[config.mk]
export PLATFORM = sky130hd
export DESIGN_NAME = sram_bist_sequencer
export DESIGN_NICKNAME = d
export VERILOG_FILES = /design/src/rtl/sram_bist_seq_pkg.sv /design/src/rtl/push_button_debounce.sv /design/src/rtl/sram_bist_sequencer.sv
export SDC_FILE = /design/constraint.sdc
export NUM_CORES = 1
export LEC_CHECK = 0
export BUFFER_PORTS_ARGS = -buffer_cell sky130_fd_sc_hd__buf_2
export CORE_AREA = 3 3 104 106
export DETAILED_ROUTE_END_ITERATION = 10
export DIE_AREA = 0 0 107 109
export GPL_TIMING_DRIVEN = 1
export PLACE_DENSITY = 0.75
export SLEW_MARGIN = 20
export SYNTH_ARGS = -nofsm -noshare
export SYNTH_HDL_FRONTEND = slang
export SYNTH_SLANG_ARGS = --single-unit
[constraint.sdc]
create_clock -name Clock -period 4.8 [get_ports Clock]
set_clock_uncertainty 0.1 [all_clocks]
set_input_delay 0.48 -clock Clock [delete_from_list [all_inputs] [get_ports Clock]]
set_output_delay 0.48 -clock Clock [all_outputs]
set_load 0.03 [all_outputs]
[src/rtl/sram_bist_seq_pkg.sv]
// rtl/sram_bist_seq_pkg.sv - shared state encoding and default sizing for the SRAM BIST sequencer
package sram_bist_seq_pkg;

    typedef enum logic [2:0] {
        S_IDLE      = 3'd0,
        S_START     = 3'd1,
        S_WAIT_ACK  = 3'd2,
        S_WAIT_DONE = 3'd3,
        S_RECORD    = 3'd4,
        S_GAP       = 3'd5
    } seq_state_t;

    // 20 ms at 50 MHz for the button, ~12 ms watchdog per run
    localparam int DEFAULT_DEBOUNCE_CYCLES = 1000000;
    localparam int DEFAULT_TIMEOUT_CYCLES  = 600000;
    localparam int DEFAULT_CNT_W           = 16;

endpackage

[src/rtl/push_button_debounce.sv]
// rtl/push_button_debounce.sv - 2-flop synchroniser, stable-level debouncer and rising-edge pulse for a board button
module push_button_debounce
    import sram_bist_seq_pkg::*;
#(
    parameter int STABLE_CYCLES = DEFAULT_DEBOUNCE_CYCLES
) (
    input  logic clock,
    input  logic reset,
    input  logic button,
    output logic pulse
);

    localparam int CW = $clog2(STABLE_CYCLES + 1);
    localparam logic [CW-1:0] LAST_COUNT = CW'(STABLE_CYCLES - 1);

    logic          sync_0;
    logic          sync_1;
    logic          level;
    logic [CW-1:0] count;

    // The counter only runs while the synchronised input disagrees with the accepted level,
    // so any bounce back to the old level restarts the qualification window.
    always_ff @(posedge clock) begin
        if (reset) begin
            sync_0 <= 1'b0;
            sync_1 <= 1'b0;
            level  <= 1'b0;
            count  <= '0;
            pulse  <= 1'b0;
        end else begin
            sync_0 <= button;
            sync_1 <= sync_0;
            pulse  <= 1'b0;
            if (sync_1 == level) begin
                count <= '0;
            end else if (count == LAST_COUNT) begin
                level <= sync_1;
                count <= '0;
                pulse <= sync_1;
            end else begin
                count <= count + CW'(1);
            end
        end
    end

endmodule

[src/rtl/sram_bist_sequencer.sv]
// rtl/sram_bist_sequencer.sv - BIST engine launcher with pass/fail bookkeeping; SRAM_BIST_SEQ_TIMEOUT_EN adds a per-run watchdog
module sram_bist_sequencer
    import sram_bist_seq_pkg::*;
#(
    parameter int DEBOUNCE_CYCLES = DEFAULT_DEBOUNCE_CYCLES,
    parameter int TIMEOUT_CYCLES  = DEFAULT_TIMEOUT_CYCLES,
    parameter int CNT_W           = DEFAULT_CNT_W
) (
    input  logic             Clock,
    input  logic             Reset,
    input  logic             Start_button,
    input  logic             Loop_enable,
    output logic             BIST_start,
    input  logic             BIST_finish,
    input  logic             BIST_mismatch,
    output logic             Busy,
    output logic             Last_pass,
    output logic [CNT_W-1:0] Pass_count,
    output logic [CNT_W-1:0] Fail_count,
    output logic [31:0]      Last_cycles
`ifdef SRAM_BIST_SEQ_TIMEOUT_EN
    ,
    output logic             Timeout
`endif
);

    seq_state_t  state;
    seq_state_t  next_state;
    logic        req;
    logic        start_next;
    logic        busy_next;
    logic        watchdog_hit;
    logic        mismatch_seen;
    logic [31:0] cycle_count;

    push_button_debounce #(
        .STABLE_CYCLES(DEBOUNCE_CYCLES)
    ) u_debounce (
        .clock (Clock),
        .reset (Reset),
        .button(Start_button),
        .pulse (req)
    );

`ifdef SRAM_BIST_SEQ_TIMEOUT_EN
    logic [31:0] watchdog;

    assign watchdog_hit = ((state == S_WAIT_ACK) || (state == S_WAIT_DONE)) &&
                          (watchdog == 32'(TIMEOUT_CYCLES - 1));

    always_ff @(posedge Clock) begin
        if (Reset) begin
            watchdog <= '0;
            Timeout  <= 1'b0;
        end else begin
            if ((state == S_WAIT_ACK) || (state == S_WAIT_DONE)) begin
                watchdog <= watchdog + 32'd1;
            end else begin
                watchdog <= '0;
            end
            if (watchdog_hit) begin
                Timeout <= 1'b1;
            end
        end
    end
`else
    logic unused_timeout_cfg;

    assign watchdog_hit       = 1'b0;
    assign unused_timeout_cfg = (TIMEOUT_CYCLES > 0);
`endif

    always_ff @(posedge Clock) begin
        if (Reset) begin
            state      <= S_IDLE;
            BIST_start <= 1'b0;
            Busy       <= 1'b0;
        end else begin
            state      <= next_state;
            BIST_start <= start_next;
            Busy       <= busy_next;
        end
    end

    // Outputs are decoded from next_state and registered so the engine sees a glitch-free start level.
    always_comb begin
        next_state = state;
        unique case (state)
            S_IDLE:      if (req) next_state = S_START;
            S_START:     next_state = S_WAIT_ACK;
            S_WAIT_ACK:  if (!BIST_finish) next_state = S_WAIT_DONE;
            S_WAIT_DONE: if (BIST_finish) next_state = S_RECORD;
            S_RECORD:    next_state = Loop_enable ? S_GAP : S_IDLE;
            S_GAP:       next_state = S_START;
            default:     next_state = S_IDLE;
        endcase
        if (watchdog_hit) begin
            next_state = S_IDLE;
        end
        start_next = (next_state == S_START) || (next_state == S_WAIT_ACK);
        busy_next  = (next_state != S_IDLE);
    end

    always_ff @(posedge Clock) begin
        if (Reset) begin
            cycle_count   <= '0;
            mismatch_seen <= 1'b0;
            Last_pass     <= 1'b0;
            Pass_count    <= '0;
            Fail_count    <= '0;
            Last_cycles   <= '0;
        end else begin
            case (state)
                S_IDLE, S_GAP: cycle_count <= '0;
                S_START, S_WAIT_ACK, S_WAIT_DONE: begin
                    if (cycle_count != '1) begin
                        cycle_count <= cycle_count + 32'd1;
                    end
                end
                default: ;
            endcase

            if ((state == S_WAIT_DONE) && BIST_finish) begin
                mismatch_seen <= BIST_mismatch;
            end

            if (state == S_RECORD) begin
                Last_pass   <= ~mismatch_seen;
                Last_cycles <= cycle_count;
                if (mismatch_seen) begin
                    if (Fail_count != '1) Fail_count <= Fail_count + CNT_W'(1);
                end else begin
                    if (Pass_count != '1) Pass_count <= Pass_count + CNT_W'(1);
                end
            end

            // A watchdog expiry is booked as a failed run; cycle length is left untouched.
            if (watchdog_hit) begin
                Last_pass <= 1'b0;
                if (Fail_count != '1) Fail_count <= Fail_count + CNT_W'(1);
            end
        end
    end

endmodule

==> metrics.md, run 1 <==
| Metric | Value |
|---|---|
| Int Pwr | `1.699 mW` |
| Maximum achievable frequency | `between 300 and 400 MHz` |
| Crit path kind | `reg -> reg` |
| Initial Util | `roughly 58%` |
| Diode count | `0` |
| Mapped Nets | `695` |
| Largest net degree at the start of global routing | `57` |
| Hold EP | `u_debounce.sync_0` |
| Slowest stage delay, CP | `just under 0.9 ns` |
| Top post-synthesis cells by area | `dfxtp_1 45%, nand2_1 6.6%, a21oi_1 4.8%` |
| Post-DP HPWL | `9558 um` |
| Most common cell after layout, fill and taps aside | `dfxtp_1` |
| Slew @ Worst Pin | `0.9279 ns` |
| Mean area per synthesized cell | `8.327 um^2` |
| Share of power burned in the clock network | `51.5%` |
| Hold path depth | `2` |
| Core area | `0.009864 mm^2` |
| Worst vdd ir | `~210 uV` |
| First DRT Iteration DRCs | `452` |
| Gpl congestion | `0.9443` |
| Req. time, crit path | `approximately 5.2 ns` |
| Chip height | `109 um` |
| Worst reg2reg setup slack | `1.57 ns` |
| Final setup viols | `0` |
| Leakage | `2.541 nW` |
| Wire per inst | `approximately 16 um` |
| Vias in the first global route | `roughly 5000` |
| CTS tree | `done` |
| Arr. time, crit path | `3.58 ns` |
| Clk buf depth | `2` |
| HP Class | `in -> reg` |
| Fin crit share | `67.19%` |
| Slew HR | `approximately two fifths` |
| R2R Path End | `cycle_count[12]` |
| Crit-path cells | `ha_1 > nand3_1 > nor3_1 > nand4_1 > a21oi_1 > a211o_1` |
| DRC violations left | `0` |
| Worst skew pair latency | `approximately 0.51 ns` |
| GRT Util Overall | `25.37%` |
| Final net count | `757` |
| Die area | `0.01166 mm^2` |
| Combinational fraction of design power | `0.8%` |
| Switching Share | `23.17%` |
| Standard-cell rows | `36` |
| Antenna violations before repair | `0` |
| Layout cell share with drive strength beyond 1 | `roughly 16%` |
| Most frequent cells in the layout | `127 x dfxtp_1, 100 x nand2_1, 72 x buf_2` |
| Final Hold Viols | `0` |
| IO Pins | `73` |
| Final slew viol count | `0` |
| Postcts setup bufs | `0` |
| Vias | `5380` |
| Ys Warns | `0` |
| Synth Flop Type | `dfxtp_1` |
| Minimum clock period | `3.225 ns` |
| Cts bufs inserted | `17` |
| Inst Count DP | `861` |
| Final setup TNS | `0 ns` |
| TritonRoute pass-1 iters | `5` |
| Synth area leader | `dfxtp_1` |
| WL final | `14190 um` |
| Final core utilization | `67.50%` |
| Remaining Overflow, GRT | `0` |
| H-tree Lvls | `4` |
| Syn Inst Count | `~690` |
| Die span in x | `between 100 and 150 um` |
| Hold path start | `Start_button` |
| CP Launch Point | `cycle_count[0]` |
| CP max FO | `12` |
| Synthesized flop and latch total | `127` |
| Top cell type's share of synthesized area | `44.57%` |
| CP max stage cell | `a21oi_1` |
| Sequential area share after synthesis | `44.57%` |
| PD cells | `roughly 330 mW/mm^2` |
| Clock transition at path regs | `~0.06 ns` |
| Clock sink total | `127` |
| CTS Root Cell | `clkbuf_8` |
| Post-synth EDFFs | `0` |
| Synth unique cells | `52` |
| # port buffers | `72` |
| Reg-to-reg startpoint | `cycle_count[0]` |
| Non-filler cells, final | `slightly below 900` |
| Max Cap Viol | `0` |
| Startpoint types | `register` |
| Vias per cell | `between 6 and 7` |
| Status | `finished clean` |
| CP endpoint kind | `register` |
| Net Switching | `around 0.51 mW` |
| Unrepaired setup endpoints after global routing | `false` |
| Synthesis-to-finish area growth | `16.74%` |
| Flop pwr share | `a little under half` |
| Routed Antenna Nets | `0` |
| Async S/R FF share, synth | `0%` |
| R2r worst-path depth | `6` |
| Global-route wire length before repair | `24130 um` |
| Mapped Area | `0.005704 mm^2` |
| Hold_buf cts | `0` |
| Post-CTS sizing | `0` |
sequential cells by signal, indices dropped and copies added, names as in the netlist:
signal and count:
u_debounce.sync_1 1, u_debounce.count 20, Last_cycles 32, mismatch_seen 1, u_debounce.sync_0 1, state 3, Pass_count 16, Last_pass 1
BIST_start 1, u_debounce.level 1, cycle_count 32, u_debounce.pulse 1, Fail_count 16, Busy 1
kinds of logic after synthesis:
kind of cell	count (synthesis)	synth area share (%)
xor+xnor	34	5.220
mux	8	1.404
compound gates	144	16.19
buf+inv	41	3.137
flops	127	44.57
fa+ha+maj	4	0.8774
simple gates	327	28.60
per-layer routing:
layer / vias up / wire [um] / track usage [%] / share of wire, %
li1: 2622 / - / - / -
met1: 2527 / 6635 / 34.50 / 47
met2: 206 / 6513 / 40.15 / 46
met3: 25 / 816 / 5.447 / 5.8
met4: 0 / 220 / 8.858 / 1.6
met5: - / 0 / 0 / 0
synthesized netlist by cell type, types with 6 or more instances:
| cell | count |
|---|---|
| a211o_1 | 6 |
| a21oi_1 | 55 |
| a31oi_1 | 9 |
| and2_1 | 7 |
| and3_1 | 12 |
| and4_1 | 7 |
| clkbuf_1 | 28 |
| dfxtp_1 | 127 |
| inv_1 | 7 |
| mux2i_1 | 8 |
| nand2_1 | 100 |
| nand3_1 | 38 |
| nand4_1 | 26 |
| nor2_1 | 68 |
| nor3_1 | 14 |
| nor4_1 | 12 |
| o21ai_0 | 21 |
| o31ai_1 | 24 |
| or3_1 | 17 |
| or4_1 | 6 |
| xnor2_1 | 18 |
| xor2_1 | 16 |
power groups by stage:
stage | Clock [mW] | Combinational [mW] | Sequential [mW]
global route | 1.20 | 0.0191 | 1.06
floorplan | 0 | 0.0119 | 1.08
global placement | 0 | 0.0168 | 1.08
CTS | 1.15 | 0.0172 | 1.06
finish | 1.14 | 0.0174 | 1.06
detailed placement | 0 | 0.0174 | 1.08
per-stage QoR:
step	instance area, um^2	setup WS (ns)	hold WS [ns]	power [mW]
3_5_place_dp	6122	1.651	0.3266	1.096
4_1_cts	6650	1.627	0.09111	2.224
3_3_place_gp	6122	1.853	0.3274	1.096
5_1_grt	6659	1.310	0.1235	2.274
2_1_floorplan	5704	2.506	0.3138	1.091
6_report	6659	1.575	0.1005	2.212
final cells by class:
cell class / instances / area, um^2
inverters: 7 / 26.28
well taps: 133 / 166.4
clock inverters: 14 / 110.1
flip-flops and latches: 127 / 2542
repair buffers: 77 / 397.9
clock buffers: 18 / 417.9
multi-input cells: 517 / 2998
fillers: 833 / 3206
worst max-delay path, delay by kind of cell (launching register included):
family | cells | cell delay, ns
fa+ha+maj | 1 | 0.24
flops | 1 | 0.45
simple gates | 3 | 1.27
compound gates | 2 | 1.10
worst max path at each step:
stage | to | slack [ns]
floorplan | cycle_count[26] | 2.51
global placement | cycle_count[20] | 1.85
detailed placement | cycle_count[12] | 1.65
CTS | cycle_count[12] | 1.63
global route | cycle_count[12] | 1.31
finish | cycle_count[12] | 1.57
Power figures use the tool's default switching activity.
==> inputs of run 2 (changes only) <==
ABC_AREA = 1   (was unset)
CORE_AREA = 3 3 110 112   (was 3 3 104 106)
DIE_AREA = 0 0 113 115   (was 0 0 107 109)
PLACE_DENSITY = 0.74   (was 0.75)
clock period = 3.1 ns   (was 4.8 ns; I/O delays follow)
==> metrics.md, run 2 <==
| Metric | Value |
|---|---|
| Most frequent cell after synthesis | `nand2_1` |
| Remaining Overflow, GRT | `0 (unchanged)` |
| Minimum clock period | `2.168 ns (-1.057 ns)` |
| Post-CTS sizing | `0 (unchanged)` |
| Simple-Gate Fraction of Synth Area | `37.12% (+8.5 points)` |
| Top post-synthesis cells by area | `dfxtp_1 40%, nand2_1 14%, nor2_1 8.7%` |
| Die span in x | `113 um (+5.6%)` |
| Vias | `6071 (+13%)` |
| Arr. time, crit path | `2.34 ns (-1.24 ns)` |
| Leakage | `2.954 nW (+16%)` |
| Most common cell after layout, fill and taps aside | `nand2_1` |
| Clk buf depth | `2 (unchanged)` |
| Largest net degree at the start of global routing | `60 (+5.3%)` |
| Inst Count DP | `1134 (+32%)` |
| WL final | `14890 um (+5.0%)` |
| Initial Util | `56.58% (-1.2 points)` |
| Mapped Area | `0.006405 mm^2 (+12%)` |
| Ys Warns | `0 (unchanged)` |
| Clock sink total | `127 (unchanged)` |
| TritonRoute pass-1 iters | `5 (unchanged)` |
| Worst reg2reg setup slack | `0.93 ns (-0.64 ns)` |
| Core area | `0.01132 mm^2 (+15%)` |
| Antenna violations before repair | `0 (unchanged)` |
| Synth Flop Type | `dfxtp_1` |
| IO Pins | `73 (unchanged)` |
| Vias in the first global route | `5503 (+9.8%)` |
| Compound-gate portion of the synthesized area | `10.53% (-5.7 points)` |
| Worst skew pair latency | `0.42 ns (-0.09 ns)` |
| Postcts setup bufs | `0 (unchanged)` |
| Post-DP HPWL | `10290 um (+7.6%)` |
| Adder-cell area share of the yosys netlist | `0.7814% (-0.096 points)` |
| Chip height | `115 um (+5.5%)` |
| Biggest registers after layout | `Last_cycles: 32 flops, cycle_count: 32 flops, u_debounce.count: 20 flops` |
| CP endpoint kind | `register` |
| DRC violations left | `0 (unchanged)` |
| Die area | `0.01300 mm^2 (+11%)` |
| Total power | `3.701 mW (+67%)` |
| Crit path kind | `reg -> reg` |
| Status | `finished clean` |
| Fin worst setup slack | `0.9321 ns (-0.6428 ns)` |
| Fillcell total | `1042 (+25%)` |
| Final slew viol count | `0 (unchanged)` |
| Sequential area share after synthesis | `39.70% (-4.9 points)` |
| Xor/xnor cell area share of the yosys netlist | `4.376% (-0.84 points)` |
| Synthesis-to-finish area growth | `15.84%` |
| Wire per inst | `12.76 um (-20%)` |
| Global-route wire length before repair | `25750 um (+6.7%)` |
| Fin crit share | `69.93% (+2.7 points)` |
| Max Cap Viol | `0 (unchanged)` |
| First DRT Iteration DRCs | `417 (-7.7%)` |
| Largest family of logic cells by synthesized area | `simple AND/OR/NAND/NOR gates` |
| Layout cell share with drive strength beyond 1 | `14.06% (-1.9 points)` |
| Hold_buf cts | `1 (+1)` |
| CP max FO | `20 (+8)` |
| Startpoint types | `register` |
| Routed Antenna Nets | `0 (unchanged)` |
| Top cell type's share of synthesized area | `39.70% (-4.9 points)` |
| Req. time, crit path | `3.28 ns (-1.87 ns)` |
| Multiplexer area fraction after synthesis | `0% (-1.4 points)` |
| Synthesized flop and latch total | `127 (unchanged)` |
| Final setup viols | `0 (unchanged)` |
| CTS Root Cell | `clkbuf_16` |
| Diode count | `0 (unchanged)` |
| Maximum achievable frequency | `461.3 MHz (+49%)` |
| Async S/R FF share, synth | `0% (unchanged)` |
| H-tree Lvls | `4 (unchanged)` |
| # port buffers | `72 (unchanged)` |
| Cts bufs inserted | `17 (unchanged)` |
| Gpl congestion | `0.9380 (-0.67%)` |
| Final net count | `1021 (+35%)` |
| Slew HR | `49.36% (+11 points)` |
| Final setup TNS | `0 ns (unchanged)` |
| Synth area leader | `dfxtp_1` |
| Final Hold Viols | `0 (unchanged)` |
| Mapped Nets | `955 (+37%)` |
| Worst vdd ir | `434.9 uV (+110%)` |
| Most frequent cells in the layout | `237 x nand2_1, 148 x nor2_1, 127 x dfxtp_1` |
| GRT Util Overall | `23.93% (-1.4 points)` |
| Setup WS pre-CTS | `0.9310 ns (-0.7197 ns)` |
| Mean area per synthesized cell | `6.778 um^2 (-19%)` |
| Synth unique cells | `37 (-29%)` |
| PD cells | `498.9 mW/mm^2 (+50%)` |
| Non-filler cells, final | `1167 (+31%)` |
| Slew @ Worst Pin | `0.7575 ns (-0.1705 ns)` |
| Standard-cell rows | `39 (+8.3%)` |
| HP Class | `in -> reg` |
| CTS tree | `done` |
| Syn Inst Count | `945 (+38%)` |
| Post-synth EDFFs | `0 (unchanged)` |
| Vias per cell | `5.202 (-14%)` |
| Top cells by count, synth | `237 x nand2_1, 148 x nor2_1, 127 x dfxtp_1, 80 x nand3_1, 75 x inv_1` |
| Clock transition at path regs | `0.06 ns (about the same)` |
| Unrepaired setup endpoints after global routing | `false` |
==> run 2: cell types whose count changed in the layout (fill, tap and decap cells not counted), sizes merged, moves of 24 or more <==
cell	change
nor2	+92
o21ai	+31
inv	+69
nand2	+148
o31ai	-24
nand3	+43
==> run 2: kinds of logic (layout without fill, tap and decap cells) <==
family | after synthesis | after routing
buffers and inverters | 111 | 190
xor gates and xnor gates | 32 | 32
AOI/OAI and AO/OA | 132 | 132
DFF | 127 | 127
adders and majority gates | 4 | 4
and+or+nand+nor | 539 | 539
==> run 2: layout make-up <==
cell class                      count  area [um^2]  share of cell area [%]
Clock buffer                       18        439.2                   5.919
Clock inverter                     14        165.2                   2.226
Inverter                           79        296.5                   3.997
Multi-Input combinational cell    707         3382                   45.58
Sequential cell                   127         2542                   34.27
Tap cell                          143        178.9                   2.411
Timing Repair Buffer               79        415.4                   5.599
==> run 2: worst max-delay path, stage by stage, from the launching register on <==
cell	delay (ns)
dfxtp_1	0.42
ha_1	0.24
nand2_1	0.09
nor4_1	0.37
nand2_1	0.14
nand3_1	0.55
nor2_1	0.11
==> run 2: metal layers <==
layer  global-route usage [%]  up-vias  wire length (um)
met5                        0        -                 0
met4                    8.093        0               212
met3                    4.947       20               651
met2                    39.49      124              7003
met1                    31.40     2746              7023
li1                         -     3181                 -
==> run 2: final timing paths <==
check	cells past startpoint	startpoint	endpoint
setup / recovery	6	u_debounce.count[0]	u_debounce.count[16]
hold / removal	3	BIST_mismatch	mismatch_seen
setup reg to reg	6	u_debounce.count[0]	u_debounce.count[16]
hold reg to reg	2	u_debounce.sync_0	u_debounce.sync_1
==> run 2: per-stage QoR <==
stage               utilization (%)  hold slack, ns  area [um^2]
floorplan                         -          0.2883         6405
global placement              60.11          0.3001         6805
detailed placement            60.11          0.2939         6805
CTS                           65.54         0.08508         7420
global route                  65.54         0.09666         7420
finish                        65.54         0.08760         7420
==> run 2: power breakdown <==
part	switching [mW]	internal, mW
Sequential	0.00111	1.63
Combinational	0.0322	0.0102
Clock	0.744	1.28
Total	0.777	2.92
==> inputs of run 3 (changes only) <==
clock period = 2.27 ns   (was 3.1 ns; I/O delays follow)
==> metrics.md, run 3 (synthesis gave the netlist of run 2 again) <==
| Metric | Value |
|---|---|
| Worst vdd ir | `458.3 uV (+5.4%)` |
| Antenna violations before repair | `0 (unchanged)` |
| Arr. time, crit path | `2.18 ns (-0.16 ns)` |
| CP max stage cell | `dfxtp_1` |
| DRC violations left | `0 (unchanged)` |
| Cts bufs inserted | `17 (unchanged)` |
| Int Pwr | `3.844 mW (+31%)` |
| Unrepaired setup endpoints after global routing | `false` |
| Most frequent cells in the layout | `237 x nand2_1, 148 x nor2_1, 127 x dfxtp_1` |
| Vias | `6041 (-0.49%)` |
| Initial Util | `56.58% (unchanged)` |
| CTS tree | `done` |
| Slew HR | `63.30% (+14 points)` |
| CP max FO | `17 (-15%)` |
| Diode count | `0 (unchanged)` |
| Buf/Inv on CP | `1 (+1)` |
| Gpl congestion | `0.9417 (+0.39%)` |
| Die area | `0.01300 mm^2 (unchanged)` |
| Req. time, crit path | `2.45 ns (-0.83 ns)` |
| Combinational fraction of design power | `1.3% (+0.2 points)` |
| Minimum clock period | `1.995 ns (-0.1727 ns)` |
| Vias in the first global route | `5547 (+0.80%)` |
| Die span in x | `113 um (unchanged)` |
| First DRT Iteration DRCs | `337 (-19%)` |
| Clk buf depth | `2 (unchanged)` |
| TritonRoute pass-1 iters | `5 (unchanged)` |
| Final instance area | `0.007443 mm^2 (+0.32%)` |
| PD cells | `649.9 mW/mm^2 (+30%)` |
| Layout cell share with drive strength beyond 1 | `14.27% (+0.21 points)` |
| Core area | `0.01132 mm^2 (unchanged)` |
| Slew @ Worst Pin | `0.5505 ns (-0.2070 ns)` |
| WL final | `14900 um (about the same)` |
| Fin crit share | `87.89% (+18 points)` |
| IO Pins | `73 (unchanged)` |
| Final slew viol count | `0 (unchanged)` |
| Crit path max-delay family | `simple AND/OR/NAND/NOR gates` |
| Flop pwr share | `46.2% (+2.0 points)` |
| Total power | `4.838 mW (+31%)` |
| Hold WS | `0.08449 ns (-0.003117 ns)` |
| Routed Antenna Nets | `0 (unchanged)` |
| HP Class | `in -> reg` |
| Wire per inst | `12.70 um (-0.48%)` |
| CP endpoint kind | `register` |
| Final net count | `1030 (+0.88%)` |
| # port buffers | `72 (unchanged)` |
| CTS Root Cell | `clkbuf_16` |
| Max Cap Viol | `0 (unchanged)` |
| Crit-path cells | `ha_1 > nand3_1 > nor2_1 > nand3_1 > nand2_4 > inv_2 > nand2_1 > a21oi_1` |
| Post-DP HPWL | `10510 um (+2.1%)` |
| Final setup TNS | `0 ns (unchanged)` |
| Crit path kind | `reg -> reg` |
| Largest net degree at the start of global routing | `49 (-18%)` |
| Most common cell after layout, fill and taps aside | `nand2_1` |
| Most used cell, CP | `nand3_1` |
| Leakage | `2.982 nW (+0.94%)` |
| Clock transition at path regs | `0.05 ns (about the same)` |
| GRT Util Overall | `23.77% (-0.16 points)` |
| Chip height | `115 um (unchanged)` |
| Postcts setup bufs | `0 (unchanged)` |
| Remaining Overflow, GRT | `0 (unchanged)` |
| Global-route wire length before repair | `25460 um (-1.1%)` |
| Switching Share | `20.53% (-0.46 points)` |
| Fillcell total | `1051 (+0.86%)` |
| H-tree Lvls | `4 (unchanged)` |
| DP Area | `0.006865 mm^2 (+0.88%)` |
| Maximum achievable frequency | `501.2 MHz (+8.7%)` |
| Share of power burned in the clock network | `52.5% (-2.2 points)` |
| Biggest registers after layout | `Last_cycles: 32 flops, cycle_count: 32 flops, u_debounce.count: 20 flops` |
| Net Switching | `0.9934 mW (+28%)` |
| Worst skew pair latency | `0.42 ns (about the same)` |
| Final setup viols | `0 (unchanged)` |
| Status | `finished clean` |
| Final Hold Viols | `0 (unchanged)` |
| Clock sink total | `127 (unchanged)` |
| Standard-cell rows | `39 (unchanged)` |
| Vias per cell | `5.150 (-1.0%)` |
| Synthesis-to-finish area growth | `16.21%` |
| Slowest stage delay, CP | `0.40 ns (-0.15 ns)` |
| Startpoint types | `register` |
-- run 3: changes by cell type in the layout (fill, tap and decap cells not counted), sizes merged --
cell         change
buf              +8
clkbuf           +5
clkinvlp         -3
bufinv           -2
clkinv           -2
dlygate4sd3      +1
inv              -1
-- run 3: metal layers --
| metal | GRT usage (%) | vias up | routed length (um) |
|---|---|---|---|
| li1 | - | 3188 | - |
| met1 | 30.14 | 2716 | 7018 |
| met2 | 39.42 | 109 | 6913 |
| met3 | 5.263 | 28 | 653 |
| met4 | 9.696 | 0 | 308 |
| met5 | 0 | - | 0 |
-- run 3: final timing paths --
kind                       endpoint  depth (start not counted)               from  slack, ns
setup reg to reg     Fail_count[12]                          8      Fail_count[0]       0.27
hold / removal             state[2]                          5        Loop_enable       0.08
hold reg to reg   u_debounce.sync_1                          2  u_debounce.sync_0       0.30
setup / recovery     Fail_count[12]                          8      Fail_count[0]       0.27
-- run 3: repair_timing --
item | in CTS | in global routing
resized for setup | 0 | 2
hold buffers | 2 | 0
endpoints found under the setup margin | 0 | 9
endpoints found under the hold margin | 2 | 0
-- run 3: final cells by class --
| cell class | instances | area [um^2] | share of cell area [%] |
|---|---|---|---|
| multi-input cells | 707 | 3392 | 45.57 |
| flip-flops and latches | 127 | 2542 | 34.16 |
| clock buffers | 23 | 488.0 | 6.556 |
| repair buffers | 88 | 485.5 | 6.522 |
| inverters | 79 | 296.5 | 3.984 |
| well taps | 143 | 178.9 | 2.404 |
| clock inverters | 6 | 60.06 | 0.8069 |
-- run 3: per-stage QoR --
stage | setup WS, ns | cells | utilization [%]
after floorplan | 0.3235 | 945 | -
after global placement | 0.2495 | 1142 | 60.64
after detailed placement | 0.2210 | 1142 | 60.64
after CTS | 0.1976 | 1173 | 65.66
after global routing | 0.04337 | 1173 | 65.75
final | 0.2748 | 1173 | 65.75
-- run 3: worst min-delay path: cells and delay by family --
family | cells | cell delay, ns
buf+inv | 2 | 0.14
simple gates | 3 | 0.20
-- run 3: power by group through the flow --
| stage | Combinational, mW | Sequential, mW | Clock [mW] |
|---|---|---|---|
| final | 0.0626 | 2.23 | 2.54 |
| after global routing | 0.0694 | 2.23 | 2.68 |
| after CTS | 0.0625 | 2.23 | 2.57 |
| after detailed placement | 0.0596 | 2.28 | 0 |
| after global placement | 0.0599 | 2.28 | 0 |
| after floorplan | 0.0389 | 2.28 | 0 |
